[config.mk]
export PLATFORM = sky130hd
export DESIGN_NAME = hazard_scoreboard_unit_flat
export DESIGN_NICKNAME = d
export VERILOG_FILES = /design/src/rtl/hazard_scoreboard_unit_pkg.sv /design/src/rtl/hazard_scoreboard_unit_if.sv /design/src/rtl/hazard_scoreboard_unit_gpr_scoreboard.sv /design/src/rtl/hazard_scoreboard_unit.sv /design/src/flat_wrapper.sv
export SDC_FILE = /design/constraint.sdc
export NUM_CORES = 1
export LEC_CHECK = 0
export ABC_CLOCK_PERIOD_IN_PS = 6600
export BUFFER_PORTS_ARGS = -buffer_cell sky130_fd_sc_hd__buf_4
export CORE_MARGIN = 8
export CORE_UTILIZATION = 62
export DETAILED_ROUTE_END_ITERATION = 8
export GPL_ROUTABILITY_DRIVEN = 0
export PLACE_DENSITY_LB_ADDON = 0.2
export SLEW_MARGIN = 20
export SYNTH_ARGS = -nofsm -noshare
export SYNTH_HDL_FRONTEND = slang
export SYNTH_HIERARCHICAL = 1
export SYNTH_SLANG_ARGS = --single-unit
[constraint.sdc]
create_clock -name clk -period 6.6 [get_ports clk]
set_input_delay 1.32 -clock clk [delete_from_list [all_inputs] [get_ports clk]]
set_output_delay 1.32 -clock clk [all_outputs]
set_load 0.02 [all_outputs]
[src/rtl/hazard_scoreboard_unit_pkg.sv]
// rtl/hazard_scoreboard_unit_pkg.sv - shared mode/latency codes and latency lookup for the hazard scoreboard
// Purpose: pipeline register mode codes, latency class codes, and the per-class issue latency.
// Ports: none (package).
package hazard_scoreboard_unit_pkg;

    typedef enum logic [1:0] {
        MODE_NORMAL = 2'b00,
        MODE_STALL  = 2'b01,
        MODE_FLUSH  = 2'b10
    } pipe_mode_e;

    typedef enum logic [1:0] {
        LAT_ALU  = 2'b00,
        LAT_LOAD = 2'b01,
        LAT_LONG = 2'b10
    } lat_class_e;

    // Cycles from issue until the result is forwardable to an EXE consumer.
    // Unassigned class code 2'b11 is treated as single-cycle ALU.
    function automatic int unsigned class_latency(input lat_class_e cls,
                                                  input int unsigned load_lat,
                                                  input int unsigned long_lat);
        case (cls)
            LAT_LOAD: return load_lat;
            LAT_LONG: return long_lat;
            default:  return 1;
        endcase
    endfunction

endpackage

[src/rtl/hazard_scoreboard_unit_if.sv]
// rtl/hazard_scoreboard_unit_if.sv - ID-side request and pipeline-control bundle for the hazard scoreboard
// Purpose: groups the ID instruction description, redirect/trap/EXE status and the resulting
//          pipeline controls and perf counters.
// Modports: master = pipeline side (drives ID info, observes controls);
//           slave  = hazard_scoreboard_unit.
interface hazard_scoreboard_unit_if
    import hazard_scoreboard_unit_pkg::*;
#(
    parameter int GPR_AW = 5,
    parameter int PERF_W = 32
) ();

    logic              id_valid;
    logic [GPR_AW-1:0] id_rs1_addr;
    logic              id_rs1_re;
    logic [GPR_AW-1:0] id_rs2_addr;
    logic              id_rs2_re;
    logic [GPR_AW-1:0] id_rd_addr;
    logic              id_rd_we;
    lat_class_e        id_lat_class;
    logic              id_early_use;
    logic              br_redirect;
    logic              trap_flush;
    logic              exe_ready;

    logic              if_stall;
    pipe_mode_e        if_id_mode;
    pipe_mode_e        id_exe_mode;
    logic              id_fire;
    logic [PERF_W-1:0] stall_cycles;
    logic [PERF_W-1:0] flush_cycles;

    modport master (
        output id_valid, id_rs1_addr, id_rs1_re, id_rs2_addr, id_rs2_re,
               id_rd_addr, id_rd_we, id_lat_class, id_early_use,
               br_redirect, trap_flush, exe_ready,
        input  if_stall, if_id_mode, id_exe_mode, id_fire, stall_cycles, flush_cycles
    );

    modport slave (
        input  id_valid, id_rs1_addr, id_rs1_re, id_rs2_addr, id_rs2_re,
               id_rd_addr, id_rd_we, id_lat_class, id_early_use,
               br_redirect, trap_flush, exe_ready,
        output if_stall, if_id_mode, id_exe_mode, id_fire, stall_cycles, flush_cycles
    );

endinterface

[src/rtl/hazard_scoreboard_unit_gpr_scoreboard.sv]
// rtl/hazard_scoreboard_unit_gpr_scoreboard.sv - per-GPR pending-write latency countdown array
// Purpose: one countdown per register; issue loads the class latency, otherwise nonzero
//          counts decrement; hold freezes everything; clear empties the board.
// Ports: clk, rst (sync active-high), clear, hold, issue_we/issue_addr/issue_class,
//        two lookup ports rd_addr_a/cnt_a and rd_addr_b/cnt_b.
module gpr_scoreboard
    import hazard_scoreboard_unit_pkg::*;
#(
    parameter int GPR_AW   = 5,
    parameter int LOAD_LAT = 2,
    parameter int LONG_LAT = 4,
    parameter int CW       = $clog2(LONG_LAT + 1)
) (
    input  logic              clk,
    input  logic              rst,
    input  logic              clear,
    input  logic              hold,
    input  logic              issue_we,
    input  logic [GPR_AW-1:0] issue_addr,
    input  lat_class_e        issue_class,
    input  logic [GPR_AW-1:0] rd_addr_a,
    input  logic [GPR_AW-1:0] rd_addr_b,
    output logic [CW-1:0]     cnt_a,
    output logic [CW-1:0]     cnt_b
);

    localparam int NREG = 2 ** GPR_AW;

    logic [CW-1:0] cnt [NREG];
    logic [CW-1:0] issue_lat;

    assign issue_lat = CW'(class_latency(issue_class, LOAD_LAT, LONG_LAT));

    always_ff @(posedge clk) begin
        if (rst || clear) begin
            for (int r = 0; r < NREG; r++) cnt[r] <= '0;
        end else if (!hold) begin
            for (int r = 0; r < NREG; r++) begin
                // x0 is never tracked, so it can never look busy.
                if (issue_we && (issue_addr == GPR_AW'(r)) && (r != 0))
                    cnt[r] <= issue_lat;
                else if (cnt[r] != '0)
                    cnt[r] <= cnt[r] - 1'b1;
            end
        end
    end

    assign cnt_a = cnt[rd_addr_a];
    assign cnt_b = cnt[rd_addr_b];

endmodule

[src/rtl/hazard_scoreboard_unit.sv]
// rtl/hazard_scoreboard_unit.sv - scoreboard-based hazard control beside ID
// Purpose: stalls on pending GPR writes, freezes on EXE busy, flushes on branch/trap,
//          selects IF_ID / ID_EXE modes and keeps saturating stall/flush perf counters.
// Ports: clk, rst (sync active-high), hz (slave modport: ID info in, pipeline controls out).
module hazard_scoreboard_unit
    import hazard_scoreboard_unit_pkg::*;
#(
    parameter int GPR_AW         = 5,
    parameter int LOAD_LAT       = 2,
    parameter int LONG_LAT       = 4,
    parameter int BR_FLUSH_DEPTH = 1,
    parameter int PERF_W         = 32
) (
    input  logic                    clk,
    input  logic                    rst,
    hazard_scoreboard_unit_if.slave hz
);

    localparam int CW = $clog2(LONG_LAT + 1);
    localparam int FW = $clog2(BR_FLUSH_DEPTH + 1);

    logic [CW-1:0]     cnt_rs1;
    logic [CW-1:0]     cnt_rs2;
    logic [FW-1:0]     flush_ctr;
    logic [FW-1:0]     flush_ctr_nxt;
    logic              rs1_busy;
    logic              rs2_busy;
    logic              data_hazard;
    logic              id_fire_c;
    logic              if_stall_c;
    pipe_mode_e        if_id_mode_c;
    pipe_mode_e        id_exe_mode_c;
    logic [PERF_W-1:0] stall_cnt;
    logic [PERF_W-1:0] flush_cnt;

    gpr_scoreboard #(
        .GPR_AW  (GPR_AW),
        .LOAD_LAT(LOAD_LAT),
        .LONG_LAT(LONG_LAT),
        .CW      (CW)
    ) u_sb (
        .clk        (clk),
        .rst        (rst),
        .clear      (hz.trap_flush),
        .hold       (!hz.exe_ready),
        .issue_we   (id_fire_c && hz.id_rd_we),
        .issue_addr (hz.id_rd_addr),
        .issue_class(hz.id_lat_class),
        .rd_addr_a  (hz.id_rs1_addr),
        .rd_addr_b  (hz.id_rs2_addr),
        .cnt_a      (cnt_rs1),
        .cnt_b      (cnt_rs2)
    );

    // Consumers in ID need the value fully written back (cnt==0); EXE consumers can
    // take it from the bypass network one cycle earlier (cnt<=1).
    assign rs1_busy = hz.id_rs1_re && (hz.id_rs1_addr != '0) &&
                      (hz.id_early_use ? (cnt_rs1 != '0) : (cnt_rs1 >= CW'(2)));
    assign rs2_busy = hz.id_rs2_re && (hz.id_rs2_addr != '0) &&
                      (hz.id_early_use ? (cnt_rs2 != '0) : (cnt_rs2 >= CW'(2)));
    assign data_hazard = rs1_busy || rs2_busy;

    assign id_fire_c = hz.id_valid && hz.exe_ready && !data_hazard &&
                       !hz.trap_flush && (flush_ctr == '0);

    always_comb begin
        if_id_mode_c  = MODE_NORMAL;
        id_exe_mode_c = MODE_NORMAL;
        if_stall_c    = 1'b0;
        flush_ctr_nxt = flush_ctr;
        if (hz.trap_flush) begin
            if_id_mode_c  = MODE_FLUSH;
            id_exe_mode_c = MODE_FLUSH;
            flush_ctr_nxt = '0;
        end else if (!hz.exe_ready) begin
            if_id_mode_c  = MODE_STALL;
            id_exe_mode_c = MODE_STALL;
            if_stall_c    = 1'b1;
        end else if (data_hazard) begin
            // Bubble into EXE; a redirect from a stalled branch is not yet valid.
            if_id_mode_c  = MODE_STALL;
            id_exe_mode_c = MODE_FLUSH;
            if_stall_c    = 1'b1;
        end else if (flush_ctr != '0) begin
            if_id_mode_c  = MODE_FLUSH;
            flush_ctr_nxt = flush_ctr - 1'b1;
        end else if (hz.br_redirect) begin
            if_id_mode_c  = MODE_FLUSH;
            flush_ctr_nxt = FW'(BR_FLUSH_DEPTH - 1);
        end
    end

    always_ff @(posedge clk) begin
        if (rst) begin
            flush_ctr <= '0;
            stall_cnt <= '0;
            flush_cnt <= '0;
        end else begin
            flush_ctr <= flush_ctr_nxt;
            if (if_stall_c && (stall_cnt != {PERF_W{1'b1}}))
                stall_cnt <= stall_cnt + 1'b1;
            if ((if_id_mode_c == MODE_FLUSH) && (flush_cnt != {PERF_W{1'b1}}))
                flush_cnt <= flush_cnt + 1'b1;
        end
    end

    assign hz.if_stall     = if_stall_c;
    assign hz.if_id_mode   = if_id_mode_c;
    assign hz.id_exe_mode  = id_exe_mode_c;
    assign hz.id_fire      = id_fire_c;
    assign hz.stall_cycles = stall_cnt;
    assign hz.flush_cycles = flush_cnt;

endmodule

[src/flat_wrapper.sv]
// flat-port wrapper written by rule: the top's interface ports become plain ports
module hazard_scoreboard_unit_flat import hazard_scoreboard_unit_pkg::*;
#(
    parameter int GPR_AW         = 5,
    parameter int LOAD_LAT       = 2,
    parameter int LONG_LAT       = 4,
    parameter int BR_FLUSH_DEPTH = 1,
    parameter int PERF_W         = 32
)
  (clk, rst, hz_id_valid, hz_id_rs1_addr, hz_id_rs1_re, hz_id_rs2_addr, hz_id_rs2_re, hz_id_rd_addr, hz_id_rd_we, hz_id_lat_class, hz_id_early_use, hz_br_redirect, hz_trap_flush, hz_exe_ready, hz_if_stall, hz_if_id_mode, hz_id_exe_mode, hz_id_fire, hz_stall_cycles, hz_flush_cycles);
  hazard_scoreboard_unit_if #(.GPR_AW(GPR_AW), .PERF_W(PERF_W)) hz_i ();
  input  logic clk;
  input  logic rst;
  input wire logic [$bits(hz_i.id_valid)-1:0] hz_id_valid;
  input wire logic [$bits(hz_i.id_rs1_addr)-1:0] hz_id_rs1_addr;
  input wire logic [$bits(hz_i.id_rs1_re)-1:0] hz_id_rs1_re;
  input wire logic [$bits(hz_i.id_rs2_addr)-1:0] hz_id_rs2_addr;
  input wire logic [$bits(hz_i.id_rs2_re)-1:0] hz_id_rs2_re;
  input wire logic [$bits(hz_i.id_rd_addr)-1:0] hz_id_rd_addr;
  input wire logic [$bits(hz_i.id_rd_we)-1:0] hz_id_rd_we;
  input wire logic [$bits(hz_i.id_lat_class)-1:0] hz_id_lat_class;
  input wire logic [$bits(hz_i.id_early_use)-1:0] hz_id_early_use;
  input wire logic [$bits(hz_i.br_redirect)-1:0] hz_br_redirect;
  input wire logic [$bits(hz_i.trap_flush)-1:0] hz_trap_flush;
  input wire logic [$bits(hz_i.exe_ready)-1:0] hz_exe_ready;
  output wire logic [$bits(hz_i.if_stall)-1:0] hz_if_stall;
  output wire logic [$bits(hz_i.if_id_mode)-1:0] hz_if_id_mode;
  output wire logic [$bits(hz_i.id_exe_mode)-1:0] hz_id_exe_mode;
  output wire logic [$bits(hz_i.id_fire)-1:0] hz_id_fire;
  output wire logic [$bits(hz_i.stall_cycles)-1:0] hz_stall_cycles;
  output wire logic [$bits(hz_i.flush_cycles)-1:0] hz_flush_cycles;
  assign hz_i.id_valid = hz_id_valid;
  assign hz_i.id_rs1_addr = hz_id_rs1_addr;
  assign hz_i.id_rs1_re = hz_id_rs1_re;
  assign hz_i.id_rs2_addr = hz_id_rs2_addr;
  assign hz_i.id_rs2_re = hz_id_rs2_re;
  assign hz_i.id_rd_addr = hz_id_rd_addr;
  assign hz_i.id_rd_we = hz_id_rd_we;
  assign hz_i.id_lat_class = hz_id_lat_class;
  assign hz_i.id_early_use = hz_id_early_use;
  assign hz_i.br_redirect = hz_br_redirect;
  assign hz_i.trap_flush = hz_trap_flush;
  assign hz_i.exe_ready = hz_exe_ready;
  assign hz_if_stall = hz_i.if_stall;
  assign hz_if_id_mode = hz_i.if_id_mode;
  assign hz_id_exe_mode = hz_i.id_exe_mode;
  assign hz_id_fire = hz_i.id_fire;
  assign hz_stall_cycles = hz_i.stall_cycles;
  assign hz_flush_cycles = hz_i.flush_cycles;
  hazard_scoreboard_unit #(.GPR_AW(GPR_AW), .LOAD_LAT(LOAD_LAT), .LONG_LAT(LONG_LAT), .BR_FLUSH_DEPTH(BR_FLUSH_DEPTH), .PERF_W(PERF_W)) u_core (.clk(clk), .rst(rst), .hz(hz_i));
endmodule
==> impl_metrics.json <==
{
  "outcome": "complete, no violations",
  "setup.worst_path.end_class": "output port",
  "core_area_um2": 18710,
  "cts-root-buf": "sky130_fd_sc_hd__clkbuf_16",
  "holdCritStartpoint": "u_core/hz.stall_cycles[31]$_SDFFE_PP0P_",
  "worst_path_required_time_ns": 5.28,
  "clk_latency_worst_skew_pair_ns": 0.43,
  "areaGrowthSynthToFinish_pct": 11.38,
  "initial_antenna_violation_count": 0,
  "syn-mean-instance-area_um2": 9.474,
  "syn-num-nets": 1346,
  "number_of_global_route_vias_before_repair": 9716,
  "p_sw_uw": 812.6,
  "timing.final.hold_violations": 0,
  "floorplan.initialDensity_pct": 63.36,
  "worst_hold_path.num_cells": 2,
  "int_power_uw": 1977,
  "number_of_instances_in_the_synthesized_netlist": 1251,
  "grt_start_max_net_pins": 84,
  "power.clock.fraction_pct": 36.6,
  "cts_clock_pin_slew_for_the_worst_setup_and_hold_paths_ns": 0.07,
  "grt_use_met2_pct": 42.88,
  "synth-edff-count": 96,
  "max_cap_viol_count": 0,
  "post_layout_min_period_ns": 5.637,
  "design.portCount": 97,
  "cells_along_the_critical_path": "buf_4 -> mux4_2 -> mux4_2 -> mux2_2 -> a211o_1 -> o211ai_2 -> nand3_1 -> nor3b_1 -> buf_4",
  "antennaDiodeCount": 0,
  "reg2reg_depth": 12,
  "switching_share_pct": 29.13,
  "peakVddDrop_mv": 0.1707,
  "grt-busiest-layer": "met2",
  "synth.yosys.seq_area_share_pct": 35.14,
  "ys_async_sr_fraction_pct": 0,
  "cts_made_buffers": 17,
  "slew_headroom_pct": 25.80,
  "numPortBuffers": 96,
  "timing_max_transition_violations_final": 0,
  "critical-path-slowest-cell": "sky130_fd_sc_hd__mux4_2",
  "use_met3_pct": 5.461,
  "fp.dieArea_um2": 23790,
  "drt_drc_violations_left": 0,
  "cell_variety_after_synth": 57,
  "track_usage_pct": 26.45,
  "design.final.nets": 1387,
  "htree_num_levels": 4,
  "antenna_violating_nets_post_route": 0,
  "reg2reg_from": "u_core/u_sb/cnt[9][0]$_SDFFCE_PN0P_",
  "dp.final_hpwl_um": 21730,
  "synth_top_flop_cell": "sky130_fd_sc_hd__edfxtp_1",
  "cts_resized": 0,
  "post-cts-setup-buffers": 0,
  "fin_worst_hold_slack_ns": 0.4951,
  "clock-skew-final_ns": 0.01186,
  "power.combinational.fraction_pct": 20.0,
  "chipHeight_um": 154.3,
  "cts_tree": "yes",
  "grt_first_pass_wirelength_um": 51010,
  "synthDominantCellAreaShare_pct": 24.32,
  "floorplan.rows": 50,
  "syn-cell-area_um2": 11850,
  "setup_repair_after_global_routing_missed_its_margin": "no",
  "cp_max_fo": 25,
  "drt-total-wl_um": 31890,
  "critical-path-top-delay-family": "multiplexers",
  "power.leakage_uw": 0.004991,
  "wl_per_cell_um": 20.72,
  "numClockSinks": 160,
  "postSynthRegisterBits": 160,
  "global_route.usage.met1_pct": 34.48,
  "globalRoute.totalOverflow": 0,
  "setup_viol_count_final": 0,
  "crit_type": "in -> out",
  "setup_tns_ns": 0,
  "floorplan.die.width_um": 154.3,
  "cp-start-kind": "primary input",
  "synth_top_cells_by_area": "sky130_fd_sc_hd__edfxtp_1 24%, sky130_fd_sc_hd__mux4_2 11%, sky130_fd_sc_hd__dfxtp_1 11%, sky130_fd_sc_hd__ha_1 7.2%, sky130_fd_sc_hd__nor2_1 4.4%",
  "share_seq_of_total_power_pct": 43.3,
  "critical_path_buf_inv_count": 2,
  "final.fill_count": 1437,
  "clk_path_buf_depth": 2,
  "reg2reg_to": "u_core/u_sb/cnt[19][0]$_SDFFCE_PN0P_",
  "worstHoldEndpoint": "u_core/hz.stall_cycles[31]$_SDFFE_PP0P_",
  "vias": 10170,
  "ctsHoldBuffers": 0,
  "crit_path_max_incr_delay_ns": 0.58,
  "worst-endpoint-arrival_ns": 4.32,
  "routed_via_density": 6.606,
  "hold_class": "reg -> reg",
  "max_slew.worst_pin.slew_ns": 1.113,
  "max_freq_ghz": 0.1774,
  "detail_route.first_pass.iterations": 5,
  "drt_iter0_drc": 1074,
  "synth_top_cell_by_area": "sky130_fd_sc_hd__edfxtp_1",
  "reg2reg_slack_ns": 1.98,
  "pwr_density_cell_nw_per_um2": 211.3,
  "min_period_over_period_pct": 85.40,
  "ys.warnings.count": 6,
  "drive_gt1_share_pct": 18.47
}
## through the flow
stage | utilization [%] | total power (µW) | instances | instance area (µm²) | setup slack (ns)
2_1_floorplan | - | 1623 | 1251 | 11850 | 0.7120
3_3_place_gp | 67.31 | 1751 | 1507 | 12590 | 0.9308
3_5_place_dp | 67.31 | 1771 | 1507 | 12590 | 0.7587
4_1_cts | 70.57 | 2789 | 1539 | 13200 | 0.9876
5_1_grt | 70.57 | 2893 | 1539 | 13200 | 0.8798
6_report | 70.57 | 2790 | 1539 | 13200 | 0.9633
## worst max-delay path by stage
stage | end | cells past startpoint | startpoint
after global placement | u_core/u_sb/cnt[19][1]$_SDFFCE_PN0P_ | 13 | hz_id_rs2_addr[0]
after CTS | hz_id_fire | 9 | hz_id_rs2_addr[0]
after detailed placement | u_core/u_sb/cnt[19][0]$_SDFFCE_PN0P_ | 13 | hz_id_rs2_addr[0]
after global routing | hz_id_fire | 9 | hz_id_rs2_addr[0]
after floorplan | u_core/u_sb/cnt[8][0]$_SDFFCE_PN0P_ | 16 | hz_id_rs1_addr[2]
final | hz_id_fire | 9 | hz_id_rs2_addr[0]
## layout by cell type (no fill, tap or decap), types with 39 or more instances in the layout
cell type	instances
sky130_fd_sc_hd__a211oi_1	39
sky130_fd_sc_hd__a21oi_1	87
sky130_fd_sc_hd__buf_4	110
sky130_fd_sc_hd__dfxtp_1	64
sky130_fd_sc_hd__edfxtp_1	96
sky130_fd_sc_hd__ha_1	68
sky130_fd_sc_hd__inv_1	97
sky130_fd_sc_hd__mux4_2	60
sky130_fd_sc_hd__nand2_1	100
sky130_fd_sc_hd__nand3_1	49
sky130_fd_sc_hd__nor2_1	139
## layer usage
metal	wire length (µm)	up-vias
met2	15070	549
met4	864	0
li1	-	4718
met1	12730	4828
met3	3224	72
met5	0	-
## registers in the layout (all words and copies together), names as in the netlist
register and count:
u_core/u_sb/cnt 96, u_core/hz.flush_cycles 32, u_core/hz.stall_cycles 32
## final cells by class
type / instances / area (µm²) / share of cell area [%]
clock buffer: 22 / 516.7 / 3.915
clock inverter: 10 / 92.59 / 0.7014
inverter: 96 / 360.3 / 2.730
multi-input combinational: 907 / 6948 / 52.63
sequential: 160 / 4164 / 31.54
tap: 234 / 292.8 / 2.218
timing repair buffer: 110 / 825.8 / 6.256
## power by group through the flow
stage	clock network, µW	logic (µW)	registers (µW)
6_report	1020	559	1210
5_1_grt	1060	615	1210
4_1_cts	1030	554	1200
3_5_place_dp	0	546	1220
3_3_place_gp	0	528	1220
2_1_floorplan	0	436	1190
## cell families (layout without fill, tap and decap cells)
family	count (synthesis)	in the layout	synth area share [%]
adder cells (fa/ha/maj)	68	68	7.179
AO/OA/AOI/OAI	226	226	12.89
flip-flops	160	160	35.14
buffers and inverters	184	238	6.377
XOR/XNOR	14	14	1.035
multiplexers	117	117	16.45
AND/OR/NAND/NOR	482	482	20.94
## synth_stat cells, drive strengths merged (14+ instances only)
| cell type | instances |
|---|---|
| a211oi | 39 |
| a21o | 17 |
| a21oi | 87 |
| a221oi | 14 |
| buf | 24 |
| clkbuf | 64 |
| dfxtp | 64 |
| edfxtp | 96 |
| ha | 68 |
| inv | 96 |
| mux2 | 22 |
| mux2i | 35 |
| mux4 | 60 |
| nand2 | 100 |
| nand3 | 49 |
| nand4 | 20 |
| nor2 | 139 |
| nor2b | 32 |
| nor3 | 21 |
| o21ai | 17 |
| o31ai | 37 |
| or3 | 34 |
| or4 | 35 |
| xnor2 | 14 |
## tightest hold or removal path: cells and delay by family, from the launching register on
kind,cells,cell delay [ns]
compound gates,2,0.12
flops,1,0.33
No activity file was read; power rests on OpenSTA's default activity.
